<file path="src/rtl/tx_pkg.sv">
// Shared constants for the buffered serial transmitter: parity modes,
// FSM state encoding and frame-length helper.
package tx_pkg;

    localparam int unsigned PAR_NONE = 0;
    localparam int unsigned PAR_EVEN = 1;
    localparam int unsigned PAR_ODD  = 2;

    localparam int unsigned STATE_W = 3;

    localparam logic [STATE_W-1:0] ST_IDLE   = 3'd0;
    localparam logic [STATE_W-1:0] ST_START  = 3'd1;
    localparam logic [STATE_W-1:0] ST_PARITY = 3'd2;
    localparam logic [STATE_W-1:0] ST_DATA   = 3'd3;
    localparam logic [STATE_W-1:0] ST_STOP   = 3'd4;

    // Mode 3 is not a legal encoding and is sent without a parity bit.
    function automatic bit has_parity(int unsigned parity_mode);
        return (parity_mode == PAR_EVEN) || (parity_mode == PAR_ODD);
    endfunction

    function automatic int unsigned frame_len(int unsigned data_w,
                                              int unsigned parity_mode,
                                              int unsigned stop_bits);
        return 1 + (has_parity(parity_mode) ? 1 : 0) + data_w + stop_bits;
    endfunction

endpackage

</file>
<file path="src/rtl/tx_fifo.sv">
// Synchronous input FIFO for the transmitter; no pass-through, so a full
// FIFO refuses a push even when a pop happens in the same cycle.
module tx_fifo #(
    parameter int unsigned DATA_W     = 7,
    parameter int unsigned FIFO_DEPTH = 4
) (
    input  logic                          clk,
    input  logic                          rst,
    input  logic                          push,
    input  logic [DATA_W-1:0]             push_data,
    input  logic                          pop,
    output logic [DATA_W-1:0]             head_c,
    output logic                          full_c,
    output logic                          empty_c,
    output logic [$clog2(FIFO_DEPTH):0]   count
);

    localparam int unsigned PTR_W = $clog2(FIFO_DEPTH);
    localparam int unsigned CNT_W = PTR_W + 1;

    logic [DATA_W-1:0] mem_q [FIFO_DEPTH];
    logic [DATA_W-1:0] mem_d [FIFO_DEPTH];
    logic [PTR_W-1:0]  wr_ptr_q, wr_ptr_d;
    logic [PTR_W-1:0]  rd_ptr_q, rd_ptr_d;
    logic [CNT_W-1:0]  count_q, count_d;
    logic              push_ok_c;
    logic              pop_ok_c;

    assign full_c  = (count_q == CNT_W'(FIFO_DEPTH));
    assign empty_c = (count_q == '0);
    assign head_c  = mem_q[rd_ptr_q];
    assign count   = count_q;

    always_comb begin
        push_ok_c = push && !full_c;
        pop_ok_c  = pop && !empty_c;
        mem_d     = mem_q;
        wr_ptr_d  = wr_ptr_q;
        rd_ptr_d  = rd_ptr_q;
        count_d   = count_q;
        if (push_ok_c) begin
            mem_d[wr_ptr_q] = push_data;
            wr_ptr_d        = wr_ptr_q + PTR_W'(1);
        end
        if (pop_ok_c) begin
            rd_ptr_d = rd_ptr_q + PTR_W'(1);
        end
        if (push_ok_c && !pop_ok_c) begin
            count_d = count_q + CNT_W'(1);
        end else if (!push_ok_c && pop_ok_c) begin
            count_d = count_q - CNT_W'(1);
        end
    end

    always_ff @(posedge clk) begin
        if (rst) begin
            wr_ptr_q <= '0;
            rd_ptr_q <= '0;
            count_q  <= '0;
        end else begin
            wr_ptr_q <= wr_ptr_d;
            rd_ptr_q <= rd_ptr_d;
            count_q  <= count_d;
        end
    end

    // Storage needs no reset: the pointers and count define which entries are live.
    always_ff @(posedge clk) begin
        mem_q <= mem_d;
    end

endmodule

</file>
<file path="src/rtl/tx_stream.sv">
// Buffered one-wire transmitter: FIFO-fed framer sending start, optional
// parity, LSB-first data and stop bits, back-to-back when words are queued.
module tx_stream
    import tx_pkg::*;
#(
    parameter int unsigned DATA_W       = 7,
    parameter int unsigned FIFO_DEPTH   = 4,
    parameter int unsigned CLKS_PER_BIT = 1,
    parameter int unsigned PARITY_MODE  = 1,
    parameter int unsigned STOP_BITS    = 2
) (
    input  logic                        clk,
    input  logic                        rst,
    input  logic                        in_valid,
    output logic                        in_ready,
    input  logic [DATA_W-1:0]           in_data,
    output logic                        channel_out,
    output logic                        busy,
    output logic [$clog2(FIFO_DEPTH):0] fifo_count
);

    localparam int unsigned CNT_W   = (CLKS_PER_BIT > 1) ? $clog2(CLKS_PER_BIT) : 1;
    localparam int unsigned IDX_MAX = (DATA_W > STOP_BITS) ? DATA_W : STOP_BITS;
    localparam int unsigned IDX_W   = (IDX_MAX > 1) ? $clog2(IDX_MAX) : 1;
    localparam bit          USE_PAR = has_parity(PARITY_MODE);

    logic [STATE_W-1:0] state_q, state_d;
    logic [CNT_W-1:0]   cnt_q, cnt_d;
    logic [IDX_W-1:0]   idx_q, idx_d;
    logic [DATA_W-1:0]  shreg_q, shreg_d;
    logic               par_q, par_d;
    logic               channel_out_q, channel_out_d;
    logic               busy_q, busy_d;

    logic               tick_c;
    logic               fifo_pop_c;
    logic               fifo_push_c;
    logic               fifo_full_c;
    logic               fifo_empty_c;
    logic [DATA_W-1:0]  fifo_head_c;

    assign in_ready    = !fifo_full_c;
    assign fifo_push_c = in_valid && in_ready;
    assign channel_out = channel_out_q;
    assign busy        = busy_q;

    tx_fifo #(
        .DATA_W     (DATA_W),
        .FIFO_DEPTH (FIFO_DEPTH)
    ) u_fifo (
        .clk       (clk),
        .rst       (rst),
        .push      (fifo_push_c),
        .push_data (in_data),
        .pop       (fifo_pop_c),
        .head_c    (fifo_head_c),
        .full_c    (fifo_full_c),
        .empty_c   (fifo_empty_c),
        .count     (fifo_count)
    );

    assign tick_c = (cnt_q == CNT_W'(CLKS_PER_BIT - 1));

    // Next-state, counters and shift register; every state entry coincides
    // with a bit-period wrap, so the counter restarts from zero on entry.
    always_comb begin
        state_d    = state_q;
        cnt_d      = tick_c ? '0 : cnt_q + CNT_W'(1);
        idx_d      = idx_q;
        shreg_d    = shreg_q;
        par_d      = par_q;
        fifo_pop_c = 1'b0;

        case (state_q)
            ST_IDLE: begin
                cnt_d = '0;
                if (!fifo_empty_c) begin
                    fifo_pop_c = 1'b1;
                    state_d    = ST_START;
                end
            end
            ST_START: begin
                if (tick_c) begin
                    idx_d   = '0;
                    state_d = USE_PAR ? ST_PARITY : ST_DATA;
                end
            end
            ST_PARITY: begin
                if (tick_c) begin
                    idx_d   = '0;
                    state_d = ST_DATA;
                end
            end
            ST_DATA: begin
                if (tick_c) begin
                    if (idx_q == IDX_W'(DATA_W - 1)) begin
                        idx_d   = '0;
                        state_d = ST_STOP;
                    end else begin
                        idx_d   = idx_q + IDX_W'(1);
                        shreg_d = shreg_q >> 1;
                    end
                end
            end
            ST_STOP: begin
                if (tick_c) begin
                    if (idx_q == IDX_W'(STOP_BITS - 1)) begin
                        idx_d = '0;
                        if (!fifo_empty_c) begin
                            fifo_pop_c = 1'b1;
                            state_d    = ST_START;
                        end else begin
                            state_d = ST_IDLE;
                        end
                    end else begin
                        idx_d = idx_q + IDX_W'(1);
                    end
                end
            end
            default: begin
                state_d = ST_IDLE;
                cnt_d   = '0;
                idx_d   = '0;
            end
        endcase

        // Frame content is captured at pop and never touched by later pushes.
        if (fifo_pop_c) begin
            shreg_d = fifo_head_c;
            par_d   = (PARITY_MODE == PAR_ODD) ? ~^fifo_head_c : ^fifo_head_c;
        end

        case (state_d)
            ST_START:  channel_out_d = 1'b1;
            ST_PARITY: channel_out_d = par_d;
            ST_DATA:   channel_out_d = shreg_d[0];
            ST_STOP:   channel_out_d = 1'b1;
            default:   channel_out_d = 1'b0;
        endcase
        busy_d = (state_d != ST_IDLE);
    end

    always_ff @(posedge clk) begin
        if (rst) begin
            state_q       <= ST_IDLE;
            cnt_q         <= '0;
            idx_q         <= '0;
            shreg_q       <= '0;
            par_q         <= 1'b0;
            channel_out_q <= 1'b0;
            busy_q        <= 1'b0;
        end else begin
            state_q       <= state_d;
            cnt_q         <= cnt_d;
            idx_q         <= idx_d;
            shreg_q       <= shreg_d;
            par_q         <= par_d;
            channel_out_q <= channel_out_d;
            busy_q        <= busy_d;
        end
    end

endmodule
</file>
<file path="config.mk">
export PLATFORM = sky130hd
export DESIGN_NAME = tx_stream
export DESIGN_NICKNAME = d
export VERILOG_FILES = /design/src/rtl/tx_pkg.sv /design/src/rtl/tx_fifo.sv /design/src/rtl/tx_stream.sv
export SDC_FILE = /design/constraint.sdc
export NUM_CORES = 1
export LEC_CHECK = 0
export BUFFER_PORTS_ARGS = -buffer_cell sky130_fd_sc_hd__buf_4
export CAP_MARGIN = 40
export CORE_UTILIZATION = 55
export CTS_BUF_LIST = sky130_fd_sc_hd__clkbuf_4 sky130_fd_sc_hd__clkbuf_8 sky130_fd_sc_hd__clkbuf_16
export DETAILED_ROUTE_END_ITERATION = 6
export PLACE_DENSITY = 0.71
export SLEW_MARGIN = 20
export SYNTH_ARGS = -nofsm -noshare
export SYNTH_HDL_FRONTEND = slang
export SYNTH_SLANG_ARGS = --single-unit
</file>
<file path="constraint.sdc">
create_clock -name clk -period 6.66 [get_ports clk]
set_input_delay 1.665 -clock clk [delete_from_list [all_inputs] [get_ports clk]]
set_output_delay 1.665 -clock clk [all_outputs]
set_load 0.03 [all_outputs]
</file>
==> flow_summary.json <==
{
  "cts_tree": "yes",
  "drt-vias-per-instance": 5.60,
  "io_buffers": 15,
  "fin_hold_ws_ns": 0.471,
  "maxSlewHeadroom_pct": 53.1,
  "rsz0062_at_grt": "false",
  "ys_seq_area_share_pct": 58.9,
  "overflow": 0,
  "ys_warn_count": 0,
  "drt-total-wl_mm": 3.57,
  "max_freq_mhz": 335,
  "cellLeakagePower_nw": 0.872,
  "htree_levels": 2,
  "cp-end-kind": "register",
  "antenna_found_initial": 0,
  "slew_violations": 0,
  "synth_top_area_share_pct": 37.5,
  "grtUsageMet2_pct": 30.6,
  "worstHoldPathType": "reg2reg",
  "clk_latency_ns": 0.30,
  "dieArea_um2": 4340,
  "ant_nets": 0,
  "grt_pass1_wl_mm": 5.80,
  "drc": 0,
  "grt_use_met3_pct": 5.69,
  "gp_congestion": 0.772,
  "num_vias": 1322,
  "post_synth.cell_area_avg_um2": 12.9,
  "layout_min_cycle_time_ns": 2.98,
  "drt_pre_antenna_iters": 4,
  "clk_pin_slew_ns": 0.10,
  "yosys.area_share.simple_pct": 11.0,
  "p_per_area_nw_per_um2": 406,
  "mappedNetlistArea_um2": 2240,
  "core_region_area_um2": 3800,
  "fp.dieW_um": 65.9,
  "busiest_layer": "met2",
  "grt_max_degree": 20,
  "cts_setup_buffers": 0,
  "start_util_pct": 59.1,
  "r2r_slack_ns": 3.72,
  "cts_hold_buf": 0,
  "drv_cap": 0,
  "synth_cells": 174,
  "met1_usage_pct": 22.9,
  "cp.arrival_ns": 3.20,
  "synth_fa_ha_area_share_pct": 3.68,
  "area_delta_synth_final_pct": 9.31,
  "tns_ns": 0,
  "die_y_um": 65.9,
  "yosysUniqueCellTypes": 41,
  "groute.usage.overall_pct": 18.5,
  "period_share_pct": 44.8,
  "layout-drive-gt1-share_pct": 19.1,
  "clockBufferDepth": 2,
  "cts_resized": 0,
  "ys_async_sr_fraction_pct": 0,
  "cts_root_buf": "clkbuf_8",
  "synth_ff_type": "edfxtp_1",
  "rows": 22,
  "synth.largest_area_cell": "edfxtp_1",
  "syn-num-nets": 190,
  "num-nets-final": 203,
  "synth_xor_area_share_pct": 4.29,
  "drt_iter0_drc": 65,
  "cts_buffers": 5,
  "grt_pass1_vias": 1297,
  "pin_count": 16,
  "wl_per_cell_um": 15.1,
  "crit_required_ns": 6.88,
  "antenna_cells": 0,
  "synthTopCellsByArea": "edfxtp_1 (37%), dfxtp_1 (21%), mux4_2 (7.0%)",
  "clkSinkCount": 52,
  "fin_skew_ns": 0.0127,
  "hold_violations": 0,
  "worst-path-max-fanout": 5,
  "cp-start-kind": "input pin",
  "synth_mux_area_share_pct": 9.25,
  "status": "completed",
  "path_class": "in2reg",
  "fillerInstances": 297,
  "synth_compound_area_share_pct": 9.03,
  "setup-violations-final": 0,
  "tightest_slew_ns": 0.704,
  "dp_hpwl_mm": 2.62,
  "synth_top_family_by_area": "simple AND/OR/NAND/NOR gates",
  "ir_worst_vdd_uv": 222,
  "synth-seq-cells": 52,
  "synth_edf_count": 28
}
==> flip-flops by register name, summed over array words and instances, names as in the netlist <==
register / cells
channel_out: 1
cnt_q: 1
u_fifo.rd_ptr_q: 2
u_fifo.count: 3
u_fifo.wr_ptr_q: 2
par_q: 1
shreg_q: 7
busy: 1
u_fifo.mem_q: 28
state_q: 3
idx_q: 3
==> cell type report <==
class	instances	area [um2]	share of cell area, %
clock buffers	6	76.3	3.11
inverters	7	26.3	1.07
flip-flops and latches	52	1320	53.9
repair buffers	15	113	4.59
clock inverters	2	16.3	0.663
well taps	48	60.1	2.45
multi-input cells	106	841	34.3
==> report_power, final <==
| group | switching, W | leakage [nW] | internal (W) |
|---|---|---|---|
| combinational | 0.000189 | 0.373 | 0.000171 |
| clock | 0.000101 | 0.0448 | 0.0000790 |
| sequential | 0.0000566 | 0.454 | 0.000400 |
==> final timing paths <==
path | from | to | cells after the start
worst max-delay path | in_valid | u_fifo.count[2]$_SDFFE_PP0P_ | 8
worst min-delay path | shreg_q[4]$_SDFFE_PP0P_ | shreg_q[4]$_SDFFE_PP0P_ | 2
worst max register to register | cnt_q$_SDFF_PP0_ | u_fifo.count[2]$_SDFFE_PP0P_ | 9
worst min register to register | shreg_q[4]$_SDFFE_PP0P_ | shreg_q[4]$_SDFFE_PP0P_ | 2
==> per-layer routing <==
layer,wire length [um],part of all wire (%),vias up
met3,131,3.7,6
met5,0,0,-
li1,-,-,658
met4,44,1.2,0
met1,1670,47,630
met2,1730,48,28
==> cell families (layout without fill, tap and decap cells) <==
family,Yosys count,count (layout)
flip-flops,52,52
AND/OR/NAND/NOR,48,48
AO/OA/AOI/OAI,28,28
buffers and inverters,16,30
multiplexers,12,12
XOR/XNOR,11,11
adder cells (fa/ha/maj),6,6
other,1,1
==> stage by stage <==
step                      instances  instance area [um2]  total power, W  setup slack (ns)  utilization, %
after global routing            236                 2450         0.00106              3.51            64.6
after detailed placement        228                 2360        0.000827              3.36            62.2
final                           236                 2450        0.000996              3.68            64.6
after global placement          228                 2360        0.000808              3.46            62.2
after CTS                       236                 2450         0.00101              3.67            64.6
after floorplan                 174                 2240        0.000755              3.50               -
==> cell usage after synthesis, types with 2 or more instances <==
master	number
a211oi_1	2
a21oi_1	6
a22oi_1	5
a31oi_1	3
and2_1	2
and3_1	4
buf_2	3
buf_6	2
clkbuf_1	2
dfxtp_1	24
edfxtp_1	28
ha_1	5
inv_1	6
mux2i_1	5
mux4_2	7
nand2_1	8
nand3_1	2
nand3b_1	3
nor2_1	19
nor3_1	3
o21ai_0	6
xnor2_1	7
xor2_1	4
==> placed cells by master (no fill, tap or decap), types with 2 or more instances in the layout <==
cell	Yosys	final
nand3b_1	3	3
buf_4	1	15
nand2_1	8	8
a21oi_1	6	6
clkbuf_8	0	5
mux2i_1	5	5
and2_1	2	2
mux4_2	7	7
a211oi_1	2	2
a31oi_1	3	3
dfxtp_1	24	24
xnor2_1	7	7
and3_1	4	4
nand3_1	2	2
nor2_1	19	19
inv_1	6	6
xor2_1	4	4
ha_1	5	5
o21ai_0	6	6
edfxtp_1	28	28
nor3_1	3	3
a22oi_1	5	5
==> worst max-delay path: stages <==
cell	delay, ns
buf_4	0.09
and2_1	0.19
ha_1	0.20
inv_1	0.06
fa_1	0.37
xor2_1	0.15
or3_1	0.30
a21oi_1	0.17
Power figures use the tool's default switching activity.
